**src/rtl/dac_write_arbiter_if.sv**
```systemverilog
// Bus bundle between the OPP channels / DAC driver and dac_write_arbiter.
// slave = arbiter side, master = surrounding logic (OPP, router, DAC driver).
interface dac_write_arbiter_if #(
  parameter int unsigned N_CHAN = 8,
  parameter int unsigned W_DATA = 16
);
  logic [N_CHAN*W_DATA-1:0] data_in;
  logic [N_CHAN-1:0]        dv_in;
  logic [N_CHAN-1:0]        active_in;
  logic                     dac_rdy_in;
  logic                     ovr_clr_in;
  logic [31:0]              instr_out;
  logic                     instr_dv_out;
  logic [N_CHAN-1:0]        pending_out;
  logic [N_CHAN-1:0]        overrun_out;

  modport master (
    output data_in, dv_in, active_in, dac_rdy_in, ovr_clr_in,
    input  instr_out, instr_dv_out, pending_out, overrun_out
  );

  modport slave (
    input  data_in, dv_in, active_in, dac_rdy_in, ovr_clr_in,
    output instr_out, instr_dv_out, pending_out, overrun_out
  );
endinterface

```
**src/rtl/dac_write_arbiter.sv**
```systemverilog
// Round-robin arbiter sharing one serial DAC driver between N_CHAN OPP channels.
// Define DAC_SYNC_UPDATE_EN for input-register-only writes followed by one update-all instruction.
module dac_write_arbiter #(
  parameter int unsigned N_CHAN  = 8,
  parameter int unsigned W_DATA  = 16,
  parameter logic [3:0]  PREFIX  = 4'h0,
  parameter logic [3:0]  FEATURE = 4'h0
) (
  input logic                 clk_in,
  input logic                 reset_in,
  dac_write_arbiter_if.slave  bus
);
  localparam int unsigned AW = 4;
  localparam int unsigned DW = 16;
  localparam int unsigned IW = (N_CHAN > 1) ? $clog2(N_CHAN) : 1;
`ifdef DAC_SYNC_UPDATE_EN
  localparam logic [3:0] CMD_WR = 4'b0000;
`else
  localparam logic [3:0] CMD_WR = 4'b0011;
`endif

  typedef enum logic [1:0] {S_IDLE, S_SEND, S_HOLD, S_WAIT} state_e;

  state_e                         state_q, state_d;
  logic [IW-1:0]                  ptr_q, ptr_d;
  logic [IW-1:0]                  grant_q, grant_d;
  logic [N_CHAN-1:0]              pend_q, pend_d;
  logic [N_CHAN-1:0]              ovr_q, ovr_d;
  logic [N_CHAN-1:0][W_DATA-1:0]  buf_q, buf_d;
  logic [31:0]                    instr_q, instr_d;
  logic                           dv_q, dv_d;
  logic                           send_wr_q, send_wr_d;
`ifdef DAC_SYNC_UPDATE_EN
  logic                           upd_q, upd_d;
`endif

  logic          win_found;
  logic [IW-1:0] win_idx;
  int unsigned   idx;

  // First pending channel strictly after ptr, wrapping
  always_comb begin
    win_found = 1'b0;
    win_idx   = '0;
    idx       = 0;
    for (int unsigned k = 1; k <= N_CHAN; k++) begin
      idx = (32'(ptr_q) + k) % N_CHAN;
      if (!win_found && pend_q[idx]) begin
        win_found = 1'b1;
        win_idx   = IW'(idx);
      end
    end
  end

  // Sample capture, pending and overrun bookkeeping
  always_comb begin
    pend_d = pend_q;
    ovr_d  = ovr_q;
    buf_d  = buf_q;
    if (bus.ovr_clr_in) ovr_d = '0;
    if (state_q == S_SEND && send_wr_q) pend_d[grant_q] = 1'b0;
    for (int unsigned i = 0; i < N_CHAN; i++) begin
      if (!bus.active_in[i]) begin
        pend_d[i] = 1'b0;
      end else if (bus.dv_in[i]) begin
        buf_d[i]  = bus.data_in[i*W_DATA +: W_DATA];
        pend_d[i] = 1'b1;
        if (pend_q[i] && !(state_q == S_SEND && send_wr_q && grant_q == IW'(i)))
          ovr_d[i] = 1'b1;
      end
    end
  end

  // Grant / handshake FSM
  always_comb begin
    state_d   = state_q;
    ptr_d     = ptr_q;
    grant_d   = grant_q;
    instr_d   = instr_q;
    dv_d      = 1'b0;
    send_wr_d = send_wr_q;
`ifdef DAC_SYNC_UPDATE_EN
    upd_d     = upd_q;
`endif
    case (state_q)
      S_IDLE: begin
        if (win_found && bus.dac_rdy_in) begin
          state_d   = S_SEND;
          ptr_d     = win_idx;
          grant_d   = win_idx;
          instr_d   = {PREFIX, CMD_WR, AW'(win_idx), DW'(buf_q[win_idx]), FEATURE};
          dv_d      = 1'b1;
          send_wr_d = 1'b1;
`ifdef DAC_SYNC_UPDATE_EN
          upd_d     = 1'b1;
        end else if (upd_q && bus.dac_rdy_in) begin
          state_d   = S_SEND;
          instr_d   = {PREFIX, 4'b0001, 4'hF, 16'h0000, FEATURE};
          dv_d      = 1'b1;
          send_wr_d = 1'b0;
          upd_d     = 1'b0;
`endif
        end
      end
      S_SEND: state_d = S_HOLD;
      S_HOLD: if (!bus.dac_rdy_in) state_d = S_WAIT;
      S_WAIT: if (bus.dac_rdy_in) state_d = S_IDLE;
      default: state_d = S_IDLE;
    endcase
  end

  always_ff @(posedge clk_in or posedge reset_in) begin
    if (reset_in) begin
      state_q   <= S_IDLE;
      ptr_q     <= IW'(N_CHAN - 1);
      grant_q   <= '0;
      pend_q    <= '0;
      ovr_q     <= '0;
      buf_q     <= '0;
      instr_q   <= '0;
      dv_q      <= 1'b0;
      send_wr_q <= 1'b0;
`ifdef DAC_SYNC_UPDATE_EN
      upd_q     <= 1'b0;
`endif
    end else begin
      state_q   <= state_d;
      ptr_q     <= ptr_d;
      grant_q   <= grant_d;
      pend_q    <= pend_d;
      ovr_q     <= ovr_d;
      buf_q     <= buf_d;
      instr_q   <= instr_d;
      dv_q      <= dv_d;
      send_wr_q <= send_wr_d;
`ifdef DAC_SYNC_UPDATE_EN
      upd_q     <= upd_d;
`endif
    end
  end

  assign bus.instr_out    = instr_q;
  assign bus.instr_dv_out = dv_q;
  assign bus.pending_out  = pend_q;
  assign bus.overrun_out  = ovr_q;
endmodule

```
**src/flat_wrapper.sv**
```systemverilog
// flat-port wrapper written by rule: the top's interface ports become plain ports
module dac_write_arbiter_flat 
#(
  parameter int unsigned N_CHAN  = 8,
  parameter int unsigned W_DATA  = 16,
  parameter logic [3:0]  PREFIX  = 4'h0,
  parameter logic [3:0]  FEATURE = 4'h0
)
  (clk_in, reset_in, bus_data_in, bus_dv_in, bus_active_in, bus_dac_rdy_in, bus_ovr_clr_in, bus_instr_out, bus_instr_dv_out, bus_pending_out, bus_overrun_out);
  dac_write_arbiter_if #(.N_CHAN(N_CHAN), .W_DATA(W_DATA)) bus_i ();
  input logic clk_in;
  input logic reset_in;
  input wire logic [$bits(bus_i.data_in)-1:0] bus_data_in;
  input wire logic [$bits(bus_i.dv_in)-1:0] bus_dv_in;
  input wire logic [$bits(bus_i.active_in)-1:0] bus_active_in;
  input wire logic [$bits(bus_i.dac_rdy_in)-1:0] bus_dac_rdy_in;
  input wire logic [$bits(bus_i.ovr_clr_in)-1:0] bus_ovr_clr_in;
  output wire logic [$bits(bus_i.instr_out)-1:0] bus_instr_out;
  output wire logic [$bits(bus_i.instr_dv_out)-1:0] bus_instr_dv_out;
  output wire logic [$bits(bus_i.pending_out)-1:0] bus_pending_out;
  output wire logic [$bits(bus_i.overrun_out)-1:0] bus_overrun_out;
  assign bus_i.data_in = bus_data_in;
  assign bus_i.dv_in = bus_dv_in;
  assign bus_i.active_in = bus_active_in;
  assign bus_i.dac_rdy_in = bus_dac_rdy_in;
  assign bus_i.ovr_clr_in = bus_ovr_clr_in;
  assign bus_instr_out = bus_i.instr_out;
  assign bus_instr_dv_out = bus_i.instr_dv_out;
  assign bus_pending_out = bus_i.pending_out;
  assign bus_overrun_out = bus_i.overrun_out;
  dac_write_arbiter #(.N_CHAN(N_CHAN), .W_DATA(W_DATA), .PREFIX(PREFIX), .FEATURE(FEATURE)) u_core (.clk_in(clk_in), .reset_in(reset_in), .bus(bus_i));
endmodule
```
**config.mk**
```make
export PLATFORM = sky130hd
export DESIGN_NAME = dac_write_arbiter_flat
export DESIGN_NICKNAME = d
export VERILOG_FILES = /design/src/rtl/dac_write_arbiter_if.sv /design/src/rtl/dac_write_arbiter.sv /design/src/flat_wrapper.sv
export SDC_FILE = /design/constraint.sdc
export NUM_CORES = 1
export LEC_CHECK = 0
export ABC_AREA = 1
export ABC_CLOCK_PERIOD_IN_PS = 6850
export CAP_MARGIN = 0
export CELL_PAD_IN_SITES_DETAIL_PLACEMENT = 1
export CELL_PAD_IN_SITES_GLOBAL_PLACEMENT = 2
export CORE_MARGIN = 2
export CORE_UTILIZATION = 31
export DETAILED_ROUTE_END_ITERATION = 12
export PLACE_DENSITY_LB_ADDON = 0.1
export SLEW_MARGIN = 20
export SYNTH_ARGS = -nofsm -noshare
export SYNTH_HDL_FRONTEND = slang
export SYNTH_SLANG_ARGS = --single-unit
```
**constraint.sdc**
```tcl
create_clock -name clk_in -period 6.85 [get_ports clk_in]
set_input_delay 1.37 -clock clk_in [delete_from_list [all_inputs] [get_ports clk_in]]
set_output_delay 1.37 -clock clk_in [all_outputs]
set_load 0.05 [all_outputs]
```
Word level (Yosys, flattened, before mapping). Index checks and enable logic that the tools add are counted.

Register bits after elaboration: 174. Output and inout bits: 49. Input port bits: 148. Logic and storage cells: 202.

Add/sub/neg operators: 8. Magnitude comparators: 11. Reductions and logical operators: 53. Bitwise logic cells: 2. Mux-type cells: 84. Equality and inequality tests: 21.

Operator list (number): 2-to-1 mux 1 bit (59); binary-select mux 16 bit (select 3 bit) (1); less-than comparator 3 x 4 -> 1 bit (second input constant) (10); logical AND 1 bit (26); binary-select mux 1 bit (select 3 bit) (8); 2-to-1 mux 3 bit (8); inequality test 3 x 2 -> 1 bit (second input constant) (8); AND reduction 2 bit (9); 2-to-1 mux 16 bit (1); 2-to-1 mux 8 bit (2); zero test 1 bit (15); adder 3 bit (second input constant) (4); equality test 3 bit (second input constant) (4); bitwise AND 8 bit (1); NOT 8 bit (1); one-hot mux 2 bit (4 select lines) (1); adder 3 x 1 -> 3 bit (second input constant) (2); adder 3 x 2 -> 3 bit (second input constant) (2); equality test 3 x 2 -> 1 bit (second input constant) (2); 2-to-1 mux 2 bit (3); equality test 2 bit (second input constant) (2); inequality test 2 bit (second input constant) (2); demux 1 bit (select 3 bit) (1); equality test 3 x 1 -> 1 bit (second input constant) (1); other kinds (6) (6).

Logic depth before layout (Yosys ltp). Gate-level depths: netlist (run 1).

Depth after elaboration: 28. Mapped depth: 23. Gate-level depth less buffers: 20.

Worst setup path after synthesis (run 1). OpenSTA, ideal clock, no wires.

Path kind: reg-to-reg. Start: register u_core.ptr_q[0]. End: register u_core.instr_q[11], in the netlist u_core.bus.instr_out[11]. Clock period less this slack: 2.986 ns. Arrival: 2.868 ns. Cell stages (with the launch flop): 20. Setup slack: 3.864 ns. Setup time: 0.118 ns. Data required time: 6.732 ns. Buffers on the path: 3. Path through: dfstp_2 buf_6 inv_2 buf_6 ha_1 inv_1 nand3_1 nand3_2 nand2_2 nor2_4 nand4_4 nor2_8 nand2_1 o21ai_1 inv_2 nand2_4 clkinv_1 buf_4 nand2_1 nand2_1.

Word-level cells in the longest chain between the ends: 27. Elaborated cells between the ends (all ways): 58. Classes of those cells: 8 x add/sub; 34 x mux; 16 x reduce/logical.

RTL lines: start, declared (RTL line dac_write_arbiter.sv:25) `logic [IW-1:0] ptr_q, ptr_d;`; start signal, assigned (RTL line dac_write_arbiter.sv:115) `ptr_q <= IW'(N_CHAN - 1);`; start signal, assigned (RTL line dac_write_arbiter.sv:128) `ptr_q <= ptr_d;`; adder 3 x 1 -> 3 bit (RTL line dac_write_arbiter.sv:47) `idx = (32'(ptr_q) + k) % N_CHAN;`; binary-select mux 1 bit (select 3 bit) (RTL line dac_write_arbiter.sv:48) `if (!win_found && pend_q[idx]) begin`; 2-to-1 mux 1 bit (implied by the code) (RTL line dac_write_arbiter.sv:48); 2-to-1 mux 1 bit (RTL line dac_write_arbiter.sv:48); zero test 1 bit (RTL line dac_write_arbiter.sv:48); logical AND 1 bit (RTL line dac_write_arbiter.sv:48); 2-to-1 mux 1 bit (RTL line dac_write_arbiter.sv:48); zero test 1 bit (RTL line dac_write_arbiter.sv:48); (+11 left out); zero test 1 bit (RTL line dac_write_arbiter.sv:48); logical AND 1 bit (RTL line dac_write_arbiter.sv:48); 2-to-1 mux 1 bit (RTL line dac_write_arbiter.sv:48); zero test 1 bit (RTL line dac_write_arbiter.sv:48); logical AND 1 bit (RTL line dac_write_arbiter.sv:48); 2-to-1 mux 3 bit / 2-to-1 mux 1 bit (equally long branches) (RTL line dac_write_arbiter.sv:48); binary-select mux 16 bit (select 3 bit) / logical AND 1 bit (equally long branches) (RTL line dac_write_arbiter.sv:91, dac_write_arbiter.sv:87); 2-to-1 mux 16 bit (implied by the code) / AND reduction 2 bit (equally long branches); end signal, assigned (RTL line dac_write_arbiter.sv:133) `instr_q <= instr_d;`; end, declared (RTL line dac_write_arbiter.sv:30) `logic [31:0] instr_q, instr_d;`.

Parallel ways exist; a longest one is shown, timed or not. The select of a mux whose other input is x is not followed. A chain may end at the register's enable or synchronous reset.

Worst setup path after layout (run 1).
Start: register u_core.ptr_q[0]. End: register u_core.instr_q[10], in the netlist u_core.bus.instr_out[10].

The elaborated chain is that of the path after synthesis.

==> impl_metrics.csv, run 1 <==
group,metric,value,unit
synth,postSynthCellCount,881,
cells_and_area,area_growth,30.5,%
pwr,p_per_area,579,mW/mm2
timing,tns,0,ns
timing,period_share,71.0,%
global_route,grt_use_total,20.6,%
synth,ys_ff_latch,170,
drt,vias,6892,
timing,post-route-min-period,4.86,ns
clocking,htree_num_levels,4,
drt,dr.pass1.iters,5,
place,globalplace.congestion,0.848,
timing,setup_viol,0,
clocking,clock_latency,0.44,ns
outcome,status,"finished, final reports clean",
synth,synth_cell_type_count,43,
synth,yosys_warnings,0,
pwr,leakage,0.00496,uW
setup_path,startpoint_type,"flip-flop",
die,fp.dieArea,0.0290,mm2
clocking,cts.sinks,170,
clocking,cts_tree,"built",
clocking,clk_pin_slew,0.08,ns
die,core-area,0.0270,mm2
place,numPortBuffers,185,
cells_and_area,layout-drive-gt1-share,18.0,%
cells_and_area,nFillCells,3072,
clocking,cts_setup_buffers,0,
job,maxCapViolCount,0,
die,num_io_pins,197,
synth,dominantRegCellSynth,"dfrtp_1",
setup_path,crit_type,"reg -> reg",
timing,fmax,0.206,GHz
drt,drt_wl_total,28.7,mm
timing,drv_slew,0,
drt,ant_nets,0,
global_route,grt_start_max_net_pins,92,
pwr,peakVddDrop,0.000693,V
drt,via_per_inst,4.92,
drt,avgRoutedWirePerCell,20.5,um
global_route,antenna_found_initial,0,
global_route,grt_overflow,0,
setup_path,cp_cell_sequence,"inv_2 > ha_1 > inv_1 > nand3_1 > nand2_1 > nand2_1 > nand2_1 > inv_1 > a21oi_1 > o21ai_0 > nand3b_4 > nand2_4 > o211ai_1 > nand3_1 > nand3_1",
clocking,clk_path_buf_depth,2,
global_route,grt_pass1_wl,44.4,mm
setup_path,critPathSlowestCell,"nand2_4",
synth,syn_avg_cell_area,9.72,um2
place,pre_cts_ws,1.68,ns
clocking,cts_inserted_buffers,17,
cells_and_area,n_antenna_cell,0,
clocking,cts.repair.resized,0,
drt,drt_iter0_drc,378,
global_route,grt_pass1_vias,7428,
timing,whs,0.488,ns
drt,drc,0,
synth,syn-cell-area,0.00856,mm2
min_path,hp-class,"reg -> reg",
synth,async_flop_share,100,%
place,dpl.hpwl,20.6,mm
synth,seq_area_frac_synth,49.7,%
cells_and_area,final_nets,1201,
die,fp.dieH,170,um
setup_path,worstPathMaxFanout,91,
setup_path,end_kind,"flip-flop",
die,die_w,170,um
timing,hold_viol,0,
timing,tightestPinTransition,1.05,ns
clocking,ctsHoldBuffers,0,
setup_path,crit_required,7.17,ns
timing,relSlewSlack,30.0,%
cells_and_area,final_util,41.3,%
clocking,cts_root_buf,"clkbuf_16",
die,initial_core_util,31.7,%
timing,setup_slack,1.99,ns
timing,rsz0062_at_grt,"no",
setup_path,arrival,5.18,ns
timing,finClkSkew,0.0136,ns
setup_path,cpPeakStageDelay,0.96,ns
synth,synth-edff-count,0,
die,num_rows,60,
cells in the final DEF (no fill, tap or decap), drive strengths merged, types with 2 or more instances in the layout:
master and count:
inv 63, nand2 199, clkdlybuf4s50 185, ha 6
dfstp 3, clkinvlp 2, mux2 101, conb 11
bufinv 2, o21ai 18, o311ai 2, a31oi 2
nand3 156, xnor2 2, buf 6, dfrtp 167
clkinv 2, a21oi 31, nand4 2, nor2 48
o211ai 27, clkbuf 18
registers in the layout, indices dropped and copies added (netlist names):
register	cells
u_core.bus.instr_out	18
u_core.grant_q	2
u_core.ptr_q	3
u_core.bus.pending_out	8
u_core.buf_q	128
u_core.state_q	2
u_core.bus.instr_dv_out	1
u_core.bus.overrun_out	8
synth_stat cells (3+ instances only):
master | instances | area, um2
buf_6 | 7 | 78.8
buf_2 | 11 | 55.1
inv_2 | 6 | 22.5
o211ai_1 | 27 | 203
ha_1 | 6 | 75.1
buf_4 | 21 | 158
nand2_1 | 191 | 717
a21oi_1 | 30 | 150
nand2_2 | 6 | 37.5
mux2_2 | 101 | 1140
clkbuf_1 | 12 | 45.0
inv_1 | 48 | 180
nor2_1 | 43 | 161
nor2_4 | 3 | 33.8
dfstp_2 | 3 | 78.8
dfrtp_1 | 167 | 4180
nand3_2 | 23 | 230
nand3_1 | 132 | 661
o21ai_0 | 15 | 75.1
through the flow:
stage               cell area (um2)  std cells  total power (uW)
finish                        11200       1401              6470
global route                  11200       1401              7040
CTS                           11200       1401              6540
detailed placement            10600       1369              5470
global placement              10600       1369              5450
floorplan                      8600        891              4490
final cells by class:
class | instances | area (um2) | share of cell area [%]
multi-input combinational | 612 | 3770 | 33.7
clock buffer | 18 | 429 | 3.84
inverter | 55 | 211 | 1.89
clock inverter | 14 | 178 | 1.59
tap | 341 | 427 | 3.82
timing repair buffer | 191 | 1900 | 17.0
sequential | 170 | 4260 | 38.1
power breakdown:
group	total, uW	switching, uW	internal (uW)
Sequential	1370	164	1200
Clock	1020	466	557
Combinational	4080	2840	1230
Total	6470	3470	2990
critical path: cells and delay by family, from the launching register on:
kind	cells	cell delay, ns
and+or+nand+nor	8	2.33
AOI/OAI and AO/OA	3	0.70
DFF	1	0.69
buffers and inverters	3	0.49
adders and majority gates	1	0.43
routing by layer:
layer	vias to the layer above	wire length [um]	part of all wire [%]	track usage [%]
met1	3462	13900	48	29.2
met4	0	340	1.2	4.31
met5	-	0	0	0
met3	18	1120	3.9	3.53
met2	144	13400	47	32.9
li1	3268	-	-	-
kinds of logic after synthesis:
logic type,synth area share (%)
and+or+nand+nor,23.0
DFF,49.7
buffers and inverters,6.80
muxes,13.4
AOI/OAI and AO/OA,5.88
adders and majority gates,0.877
xor gates and xnor gates,0.307
other,0.0438
worst paths after layout:
| path | to | slack, ns | cells after the start | startpoint |
|---|---|---|---|---|
| hold / removal | u_core.bus.instr_out[18] | 0.49 | 2 | u_core.bus.instr_out[18] |
| setup reg to reg | u_core.bus.instr_out[10] | 1.99 | 15 | u_core.ptr_q[0] |
| min in group asynchronous | u_core.buf_q[12] | 1.34 | 2 | reset_in |
| setup / recovery | u_core.bus.instr_out[10] | 1.99 | 15 | u_core.ptr_q[0] |
| hold reg to reg | u_core.bus.instr_out[18] | 0.49 | 2 | u_core.bus.instr_out[18] |
| max in group asynchronous | u_core.buf_q[58] | 4.21 | 3 | reset_in |
(Power assumes the default switching activity.)
==> run 2, diff against run 1 <==
--- a/config.mk
+++ b/config.mk
@@ -6,12 +6,12 @@
 export NUM_CORES = 1
 export LEC_CHECK = 0
 export ABC_AREA = 1
-export ABC_CLOCK_PERIOD_IN_PS = 6850
+export ABC_CLOCK_PERIOD_IN_PS = 4300
 export CAP_MARGIN = 0
 export CELL_PAD_IN_SITES_DETAIL_PLACEMENT = 1
 export CELL_PAD_IN_SITES_GLOBAL_PLACEMENT = 2
 export CORE_MARGIN = 2
-export CORE_UTILIZATION = 31
+export CORE_UTILIZATION = 28
 export DETAILED_ROUTE_END_ITERATION = 12
 export PLACE_DENSITY_LB_ADDON = 0.1
 export SLEW_MARGIN = 20
==> constraint.sdc (replaced) <==
create_clock -name clk_in -period 4.3 [get_ports clk_in]
set_input_delay 0.86 -clock clk_in [delete_from_list [all_inputs] [get_ports clk_in]]
set_output_delay 0.86 -clock clk_in [all_outputs]
set_load 0.05 [all_outputs]
==> run 2 against run 1 <==
  * Wire length increased by 0.24%
  * Clock-buffer cell count up 1
  * First-iteration DRC count fell by 33%
  * Flip-flop and latch count did not move
  * Critical path type unchanged
  * Critical path depth rose by 4
  * Worst setup slack got worse by 1.4 ns
  * Combinational power increased by 71%
==> impl_metrics.csv, run 2 (synthesized netlist as in run 1, its figures left out) <==
group,metric,value,unit
job,maxCapViolCount,0,
setup_path,r2r_end,"u_core.bus.instr_out[5]",
clocking,cts_root_buf,"clkbuf_16",
setup_path,rrSetupSlack,0.55,ns
timing,rsz0062_at_grt,"no",
timing,tns,0,ns
timing,finClkSkew,0.0141,ns
cells_and_area,regMostFlops,"u_core.buf_q",
place,placed_cells,1433,
global_route,grt_util_met2,30.3,%
die,num_io_pins,197,
drt,drt_iter0_drc,253,
cells_and_area,final_cell_mix,"nand2_1, clkdlybuf4s50_1, dfrtp_1",
cells_and_area,final_cells,1465,
cells_and_area,final_nets,1210,
drt,drt_wl_total,28.8,mm
outcome,status,"finished, final reports clean",
setup_path,end_kind,"flip-flop",
timing,fmax,0.267,GHz
clocking,cts.repair.resized,0,
die,initial_core_util,28.2,%
clocking,cts_setup_buffers,0,
timing,drv_slew,0,
clocking,cts_inserted_buffers,17,
cells_and_area,n_antenna_cell,0,
timing,setup_slack,0.553,ns
timing,post-route-min-period,3.75,ns
clocking,ctsHoldBuffers,0,
clocking,clock_latency,0.44,ns
die,core-area,0.0303,mm2
global_route,grt_use_total,18.7,%
setup_path,worstPathMaxFanout,18,
global_route,antenna_found_initial,1,
timing,hold_viol,0,
timing,relSlewSlack,27.8,%
cells_and_area,layout-drive-gt1-share,18.7,%
timing,setup_viol,0,
pwr,p_per_area,952,mW/mm2
setup_path,cpPeakStageDelay,0.67,ns
setup_path,critPathSlowestCell,"dfstp_2",
place,pre_cts_ws,0.543,ns
drt,drc,0,
die,die_w,179,um
pwr,peakVddDrop,0.000955,V
drt,avgRoutedWirePerCell,19.7,um
global_route,grt_overflow,0,
clocking,clk_path_buf_depth,2,
setup_path,reg2reg_depth,19,
die,fp.dieArea,0.0320,mm2
place,dpl.hpwl,21.1,mm
clocking,clk_pin_slew,0.07,ns
min_path,worstHoldEndpoint,"u_core.bus.overrun_out[4]",
global_route,grt_use_met3,2.86,%
global_route,grt_start_max_net_pins,85,
drt,via_per_inst,4.71,
drt,ant_nets,0,
setup_path,arrival,4.07,ns
place,dpl_cell_area,0.0108,mm2
place,numPortBuffers,185,
min_path,hp-class,"reg -> reg",
cells_and_area,largest_register_ffs,128,
setup_path,cp_cell_sequence,"inv_2 > ha_1 > inv_1 > nand3_1 > nand2_1 > nand2_1 > nand2_1 > inv_1 > nand3_1 > nand3_1 > nor2_1 > nand3_1 > o21ai_4 > buf_12 > nand3_1 > nand3_1 > nand2_1 > nand2_1 > nand2_1",
setup_path,worst-path-buf-inv,4,
setup_path,r2r_start,"u_core.ptr_q[0]",
min_path,whs_path_depth,2,
global_route,busiest_layer,"met2",
global_route,grt_pass1_wl,44.0,mm
timing,tightestPinTransition,1.08,ns
cells_and_area,nFillCells,3460,
cells_and_area,final_common_cell,"nand2_1",
pwr,leakage,0.00503,uW
clocking,cts.sinks,170,
min_path,min_from,"u_core.bus.overrun_out[4]",
cells_and_area,area_growth,32.9,%
global_route,grt_pass1_vias,7298,
die,num_rows,64,
setup_path,path_delay_family,"simple AND/OR/NAND/NOR gates",
setup_path,crit_required,4.62,ns
setup_path,crit_type,"reg -> reg",
die,fp.dieH,179,um
setup_path,startpoint_type,"flip-flop",
drt,dr.pass1.iters,4,
drt,vias,6898,
clocking,cts_tree,"built",
timing,period_share,87.1,%
place,globalplace.congestion,0.814,
global_route,met1_usage,26.4,%
clocking,htree_num_levels,4,
cells_and_area,design_area,0.0114,mm2
## run 2: layout make-up
type	count	area [um2]	share of cell area (%)
Clock buffer	19	443	3.89
Clock inverter	13	178	1.56
Sequential cell	170	4260	37.4
Tap cell	396	495	4.35
Multi-Input combinational cell	612	3770	33.1
Timing Repair Buffer	200	2030	17.8
Inverter	55	210	1.85
## run 2: tightest hold or removal path, delay by kind of cell, from the launching register on
family | cells | cell delay (ns)
AO/OA/AOI/OAI | 1 | 0.05
flip-flops | 1 | 0.34
AND/OR/NAND/NOR | 1 | 0.05
## run 2: stage by stage
step | hold WS (ns) | total power (uW) | util [%]
3_5_place_dp | 0.476 | 9260 | 35.4
6_report | 0.482 | 10800 | 37.5
5_1_grt | 0.506 | 11800 | 37.5
2_1_floorplan | 0.480 | 7160 | -
4_1_cts | 0.493 | 11000 | 37.5
3_3_place_gp | 0.471 | 9250 | 35.4
## run 2: worst max-delay path by stage
stage / endpoint / slack (ns) / depth (start not counted) / start
finish: u_core.bus.instr_out[5] / 0.55 / 19 / u_core.ptr_q[0]
floorplan: u_core.buf_q[0] / 1.27 / 1 / reset_in
detailed placement: u_core.bus.instr_out[5] / 0.54 / 19 / u_core.ptr_q[0]
CTS: u_core.bus.instr_out[5] / 0.53 / 19 / u_core.ptr_q[0]
global route: u_core.bus.instr_out[5] / 0.18 / 19 / u_core.ptr_q[0]
global placement: u_core.bus.instr_out[5] / 0.55 / 19 / u_core.ptr_q[0]
## run 2: where the power goes
part / leakage [uW] / internal, uW / switching, uW / total [uW]
combinational: 0.00273 / 2280 / 4690 / 6970
clock: 0.000303 / 949 / 725 / 1670
sequential: 0.00200 / 1920 / 267 / 2180
total: 0.00503 / 5150 / 5680 / 10800
## run 2: routing by layer
layer | vias up | share of wire (%)
met3 | 18 | 3.9
met4 | 2 | 0.79
met1 | 3450 | 48
met5 | - | 0.045
met2 | 127 | 47
li1 | 3301 | -
